--- config.mk ---
export PLATFORM = sky130hd
export DESIGN_NAME = tlc_actuated_controller
export DESIGN_NICKNAME = d
export VERILOG_FILES = /design/src/rtl/tlc_actuated_controller.sv
export SDC_FILE = /design/constraint.sdc
export NUM_CORES = 1
export LEC_CHECK = 0
export CORE_UTILIZATION = 45
export CTS_CLUSTER_DIAMETER = 150
export CTS_CLUSTER_SIZE = 25
export DETAILED_ROUTE_END_ITERATION = 8
export GPL_ROUTABILITY_DRIVEN = 1
export PLACE_DENSITY = 0.65
export SYNTH_ARGS = -nofsm -noshare
export SYNTH_HDL_FRONTEND = slang
export SYNTH_SLANG_ARGS = --single-unit
--- constraint.sdc ---
create_clock -name clk -period 2.87 [get_ports clk]
set_clock_uncertainty 0.1 [all_clocks]
set_input_delay 0.574 -clock clk [delete_from_list [all_inputs] [get_ports clk]]
set_output_delay 0.574 -clock clk [all_outputs]
set_load 0.02 [all_outputs]
--- src/rtl/tlc_actuated_controller.sv ---
// Sensor-actuated two-road traffic light controller.
// Four-phase sequence (NS green/yellow, EW green/yellow) separated by all-red
// clearance, plus an optional pedestrian walk phase and a maintenance flash mode.
// Green phases gap out on opposing demand once the minimum green has elapsed.
// They max out at GREEN_MAX while their own road still has a car waiting.
// The phase register doubles as the debug view of the state machine.
// Lamp outputs are registered. They are decoded from the next phase, so each
// lamp always matches the phase reported on the same cycle.
module tlc_actuated_controller #(
  parameter int CNT_W     = 8,
  parameter int GREEN_MIN = 8,
  parameter int GREEN_MAX = 20,
  parameter int YELLOW_T  = 3,
  parameter int ALL_RED_T = 2,
  parameter int PED_T     = 6,
  parameter int FLASH_T   = 4
) (
  input  logic       clk,
  input  logic       reset,
  input  logic       car_ns,
  input  logic       car_ew,
  input  logic       ped_req,
  input  logic       flash_mode,
  output logic [2:0] light_north_south,
  output logic [2:0] light_east_west,
  output logic       walk,
  output logic [2:0] phase
);

  typedef enum logic [2:0] {
    NS_G    = 3'd0,
    NS_Y    = 3'd1,
    ALL_RED = 3'd2,
    EW_G    = 3'd3,
    EW_Y    = 3'd4,
    PED     = 3'd5,
    FLASH   = 3'd6,
    UNUSED  = 3'd7
  } phase_e;

  // Lamp encodings: [Red, Yellow, Green]
  localparam logic [2:0] LAMP_R   = 3'b100;
  localparam logic [2:0] LAMP_Y   = 3'b010;
  localparam logic [2:0] LAMP_G   = 3'b001;
  localparam logic [2:0] LAMP_OFF = 3'b000;

  // Direction served by the next green after clearance
  localparam logic DIR_NS = 1'b0;
  localparam logic DIR_EW = 1'b1;

  localparam logic [CNT_W-1:0] ONE     = CNT_W'(1);
  localparam logic [CNT_W-1:0] GMIN_M1 = CNT_W'(GREEN_MIN - 1);
  localparam logic [CNT_W-1:0] GMAX_M1 = CNT_W'(GREEN_MAX - 1);
  localparam logic [CNT_W-1:0] YEL_M1  = CNT_W'(YELLOW_T - 1);
  localparam logic [CNT_W-1:0] AR_M1   = CNT_W'(ALL_RED_T - 1);
  localparam logic [CNT_W-1:0] PED_M1  = CNT_W'(PED_T - 1);
  localparam logic [CNT_W-1:0] FLS_M1  = CNT_W'(FLASH_T - 1);

  phase_e           phase_q, phase_d;
  logic [CNT_W-1:0] timer_q, timer_d;
  logic             next_dir_q, next_dir_d;
  logic             ns_req_q, ns_req_d;
  logic             ew_req_q, ew_req_d;
  logic             ped_pend_q, ped_pend_d;
  logic             flash_on_q, flash_on_d;
  logic [2:0]       lns_q, lns_d;
  logic [2:0]       lew_q, lew_d;
  logic             walk_q, walk_d;

  // Next-state logic: request latches, phase sequencing and the phase timer
  always_comb begin
    phase_d    = phase_q;
    timer_d    = timer_q + ONE;
    next_dir_d = next_dir_q;
    flash_on_d = flash_on_q;
    // A road's request is consumed while that road is green; a walk request
    // is consumed by the walk phase. Everything else keeps accumulating.
    ns_req_d   = (phase_q == NS_G) ? 1'b0 : (ns_req_q | car_ns);
    ew_req_d   = (phase_q == EW_G) ? 1'b0 : (ew_req_q | car_ew);
    ped_pend_d = (phase_q == PED)  ? 1'b0 : (ped_pend_q | ped_req);

    if (flash_mode) begin
      // Flash overrides everything; inside flash the timer paces the blink
      if (phase_q != FLASH) begin
        phase_d    = FLASH;
        timer_d    = '0;
        flash_on_d = 1'b1;
      end else if (timer_q == FLS_M1) begin
        timer_d    = '0;
        flash_on_d = ~flash_on_q;
      end
    end else begin
      case (phase_q)
        NS_G: begin
          if ((timer_q >= GMIN_M1) && (ew_req_q | ped_pend_q) &&
              (!car_ns || (timer_q == GMAX_M1))) begin
            phase_d = NS_Y;
            timer_d = '0;
          end else if (timer_q == GMAX_M1) begin
            timer_d = timer_q;
          end
        end
        EW_G: begin
          if ((timer_q >= GMIN_M1) && (ns_req_q | ped_pend_q) &&
              (!car_ew || (timer_q == GMAX_M1))) begin
            phase_d = EW_Y;
            timer_d = '0;
          end else if (timer_q == GMAX_M1) begin
            timer_d = timer_q;
          end
        end
        NS_Y: begin
          if (timer_q == YEL_M1) begin
            phase_d    = ALL_RED;
            timer_d    = '0;
            next_dir_d = DIR_EW;
          end
        end
        EW_Y: begin
          if (timer_q == YEL_M1) begin
            phase_d    = ALL_RED;
            timer_d    = '0;
            next_dir_d = DIR_NS;
          end
        end
        ALL_RED: begin
          if (timer_q == AR_M1) begin
            timer_d = '0;
            if (ped_pend_q)
              phase_d = PED;
            else if (next_dir_q == DIR_EW)
              phase_d = EW_G;
            else
              phase_d = NS_G;
          end
        end
        PED: begin
          // Walk ends straight into the pending green; the walk phase is
          // already all-red for vehicles so no further clearance is needed.
          if (timer_q == PED_M1) begin
            timer_d = '0;
            phase_d = (next_dir_q == DIR_EW) ? EW_G : NS_G;
          end
        end
        FLASH: begin
          // Leaving maintenance always restarts from a clean NS-first clearance
          phase_d    = ALL_RED;
          timer_d    = '0;
          next_dir_d = DIR_NS;
        end
        default: begin
          phase_d = ALL_RED;
          timer_d = '0;
        end
      endcase
    end
  end

  // Lamp decode of the next phase, registered alongside it
  always_comb begin
    lns_d  = LAMP_R;
    lew_d  = LAMP_R;
    walk_d = 1'b0;
    case (phase_d)
      NS_G:    lns_d = LAMP_G;
      NS_Y:    lns_d = LAMP_Y;
      EW_G:    lew_d = LAMP_G;
      EW_Y:    lew_d = LAMP_Y;
      PED:     walk_d = 1'b1;
      FLASH: begin
        lns_d = flash_on_d ? LAMP_Y : LAMP_OFF;
        lew_d = flash_on_d ? LAMP_R : LAMP_OFF;
      end
      default: begin
        lns_d = LAMP_R;
        lew_d = LAMP_R;
      end
    endcase
  end

  // State and output registers with asynchronous reset to all-red clearance
  always_ff @(posedge clk or posedge reset) begin
    if (reset) begin
      phase_q    <= ALL_RED;
      timer_q    <= '0;
      next_dir_q <= DIR_NS;
      ns_req_q   <= 1'b0;
      ew_req_q   <= 1'b0;
      ped_pend_q <= 1'b0;
      flash_on_q <= 1'b1;
      lns_q      <= LAMP_R;
      lew_q      <= LAMP_R;
      walk_q     <= 1'b0;
    end else begin
      phase_q    <= phase_d;
      timer_q    <= timer_d;
      next_dir_q <= next_dir_d;
      ns_req_q   <= ns_req_d;
      ew_req_q   <= ew_req_d;
      ped_pend_q <= ped_pend_d;
      flash_on_q <= flash_on_d;
      lns_q      <= lns_d;
      lew_q      <= lew_d;
      walk_q     <= walk_d;
    end
  end

  assign light_north_south = lns_q;
  assign light_east_west   = lew_q;
  assign walk              = walk_q;
  assign phase             = phase_q;

endmodule

==> results.md <==
- Status: finished, violations left
- Failing checks: design-rule violations
- Placer Congestion: 0.7873
- Count leader, synth: nor2_1
- Drt wl/cell: 15.20 um
- Router iterations before antenna repair: 6
- Synth Cell Area: 0.001391 mm2
- Die Span Y: 57.61 um
- Fillers: 268
- Worst hold path cell count: 1
- Number of flops mapped to enable cells by yosys: 0
- Hold path start: ew_req_q$_DFF_PP0_
- Final setup viols: 0
- TritonCTS buffer count: 3
- Core area: 0.002853 mm2
- Clk pin slew, worst setup/hold paths: 0.13 ns
- DP Wirelength: 2245 um
- First-pass GRT wire length: 5099 um
- Synth cell types: 48
- CTS H-tree lvls: 1
- Pins Over Slew Limit: 0
- # DRC: 1
- Setup TNS: 0 ns
- Peak supply drop: 0.0002850 V
- Via count: 1,198
- Top cell type's share of synthesized area: 34.17%
- Fin area: 0.001587 mm2
- Post-synthesis cell count: 156
- FF-to-FF setup slack: 0.27 ns
- Layout area overhead: 14.03%
- Port bufs: 15
- RSZ-0062 raised after global routing: false
- #FFs+latches synth: 23
- Worst Setup SP: timer_q[3]$_DFF_PP0_
- Post-CTS Setup Bufs: 0
- Synth warnings: 0
- Vias/cell: 5.960
- Placed Area: 0.001560 mm2
- Max Cap Viol: 0
- CP Class: flop to flop
- Tightest Hold Check Type: flop to flop
- PwrDens: 625.5 mW/mm2
- WP data arrival: 2.76 ns
- TritonCTS clock tree: done
- Max frequency: 0.3843 GHz
- Clock latency on the worst-skew pair: 0.33 ns
- Yosys top cell by area: dfrtp_1
- Post-synth top cells: nor2_1, dfrtp_1, nand2_1
- Hold EP: ew_req_q$_DFF_PP0_
- Nets: 180
- Final period util: 90.66%
- Tightest Pin Transition: 0.8648 ns
- Startpoint Class: flop
- Initial antenna violation count: 0
- # diodes: 0
- Largest net degree at the start of global routing: 24
- Prevailing post-synth register cell: dfrtp_1
- Seq/Total Area, Yosys: 41.73%
- Crit-path max FO: 10
- Int Pwr: 604.8 uW
- Asr flop ratio synth: 100.0%
- Syn nets: 165
- Req. time, crit path: 3.03 ns
- Net Sw Power: 387.5 uW
- WL final: 3056 um
- R2r endpoint: light_east_west[2]$_DFF_PP1_
- Syn avg cell area: 8.919 um2
- Row cnt: 19
- Min Tclk post-route: 2.602 ns
- Hold Buf Count CTS: 0
- Initial core utilization: 48.77%
- Worst R2R Start: timer_q[3]$_DFF_PP0_
- LEAKAGE: 0.0006613 uW
- Antenna Nets Post-Route: 0
- Logic gate share of total power: 40.8%
- Switching share of power: 39.05%
- CTS resizes: 0
- Slew Limit Headroom: 42.28%
- Synth area leaders: dfrtp_1, dfstp_2, nor2_1
- Die width: 57.61 um
- Root buf cell: clkbuf_4
- Total gr overflow: 0
- IO Count: 16
- DIE AREA: 0.003318 mm2
- Overall Global Routing Usage: 20.79%
- Clock Power Share: 16.0%
- Clk buf depth: 2
- Seq pwr share: 43.2%
- Vias in the first global route: 1,134
- Clock sinks: 23
- Layout cells sized above 1: 9.412%
- Path depth of the worst reg2reg path: 6
- Initial DRC count: 53
- CP Capture Type: flop
- Final Hold Fails: 0
-- power by group through the flow --
stage | Combinational, uW | Clock (uW) | Sequential, uW
after floorplan | 279 | 0 | 440
after global placement | 396 | 0 | 433
after detailed placement | 403 | 0 | 435
after CTS | 406 | 163 | 428
after global routing | 451 | 177 | 437
final | 405 | 159 | 429
-- critical path, stage by stage, from the launching register on --
cell     delay, ns
dfrtp_1       0.47
or4_1         0.75
o41ai_1       0.41
a32oi_1       0.11
a41oi_2       0.38
inv_1         0.15
a31oi_1       0.16
-- layout by cell type (no fill, tap or decap), drive strengths merged, types with 3 or more instances in the layout --
cell type,count
dfstp,4
nor2b,4
a21oi,5
o21ai,8
clkbuf,4
nor2,20
xor2,3
nand2b,6
dfrtp,19
clkdlybuf4s50,15
a31oi,4
nand2,17
nand3,8
xnor2,3
inv,7
ha,3
-- layout make-up --
type,count,area (um2),area share [%]
clock buffer,4,26.28,1.656
timing repair buffer,17,165.2,10.41
tap,31,38.79,2.445
inverter,7,26.28,1.656
multi-input combinational,119,749.5,47.24
sequential,23,580.6,36.59
-- metrics by stage --
step	utilization, %	std cells	hold slack, ns	worst slack, ns	total power (uW)
2_1_floorplan	-	156	0.3519	0.5391	719.1
3_3_place_gp	54.69	197	0.3651	0.3466	828.9
3_5_place_dp	54.69	197	0.3918	0.3311	838.5
4_1_cts	55.61	201	0.4238	0.2995	997.0
5_1_grt	55.61	201	0.4494	0.1347	1065
6_report	55.61	201	0.4211	0.2681	992.3
-- state kept, by name, indices dropped and copies added, names as in the netlist, 3 cells and up --
name / count
phase: 3
light_east_west: 3
light_north_south: 3
timer_q: 8
-- cells by family (layout without fill, tap and decap cells) --
kind of cell / after synthesis / after routing / share of synthesized area [%]
AND/OR/NAND/NOR: 72 / 72 / 26.89
flip-flops: 23 / 23 / 41.73
multiplexers: 2 / 2 / 1.439
buffers and inverters: 14 / 28 / 4.407
adder cells (fa/ha/maj): 3 / 3 / 2.698
XOR/XNOR: 6 / 6 / 3.778
AO/OA/AOI/OAI: 36 / 36 / 19.07
-- layer usage --
layer / vias up / share of wire (%) / global-route usage [%]
li1: 584 / - / -
met1: 565 / 46 / 27.10
met2: 42 / 47 / 33.22
met3: 7 / 5.1 / 3.401
met4: 0 / 2.4 / 10.80
met5: - / 0 / 0
-- worst max-delay path by stage --
stage                                     end
2_1_floorplan  light_north_south[2]$_DFF_PP1_
3_3_place_gp     light_east_west[2]$_DFF_PP1_
3_5_place_dp     light_east_west[2]$_DFF_PP1_
4_1_cts          light_east_west[2]$_DFF_PP1_
5_1_grt          light_east_west[2]$_DFF_PP1_
6_report         light_east_west[2]$_DFF_PP1_
(Power assumes the default switching activity.)
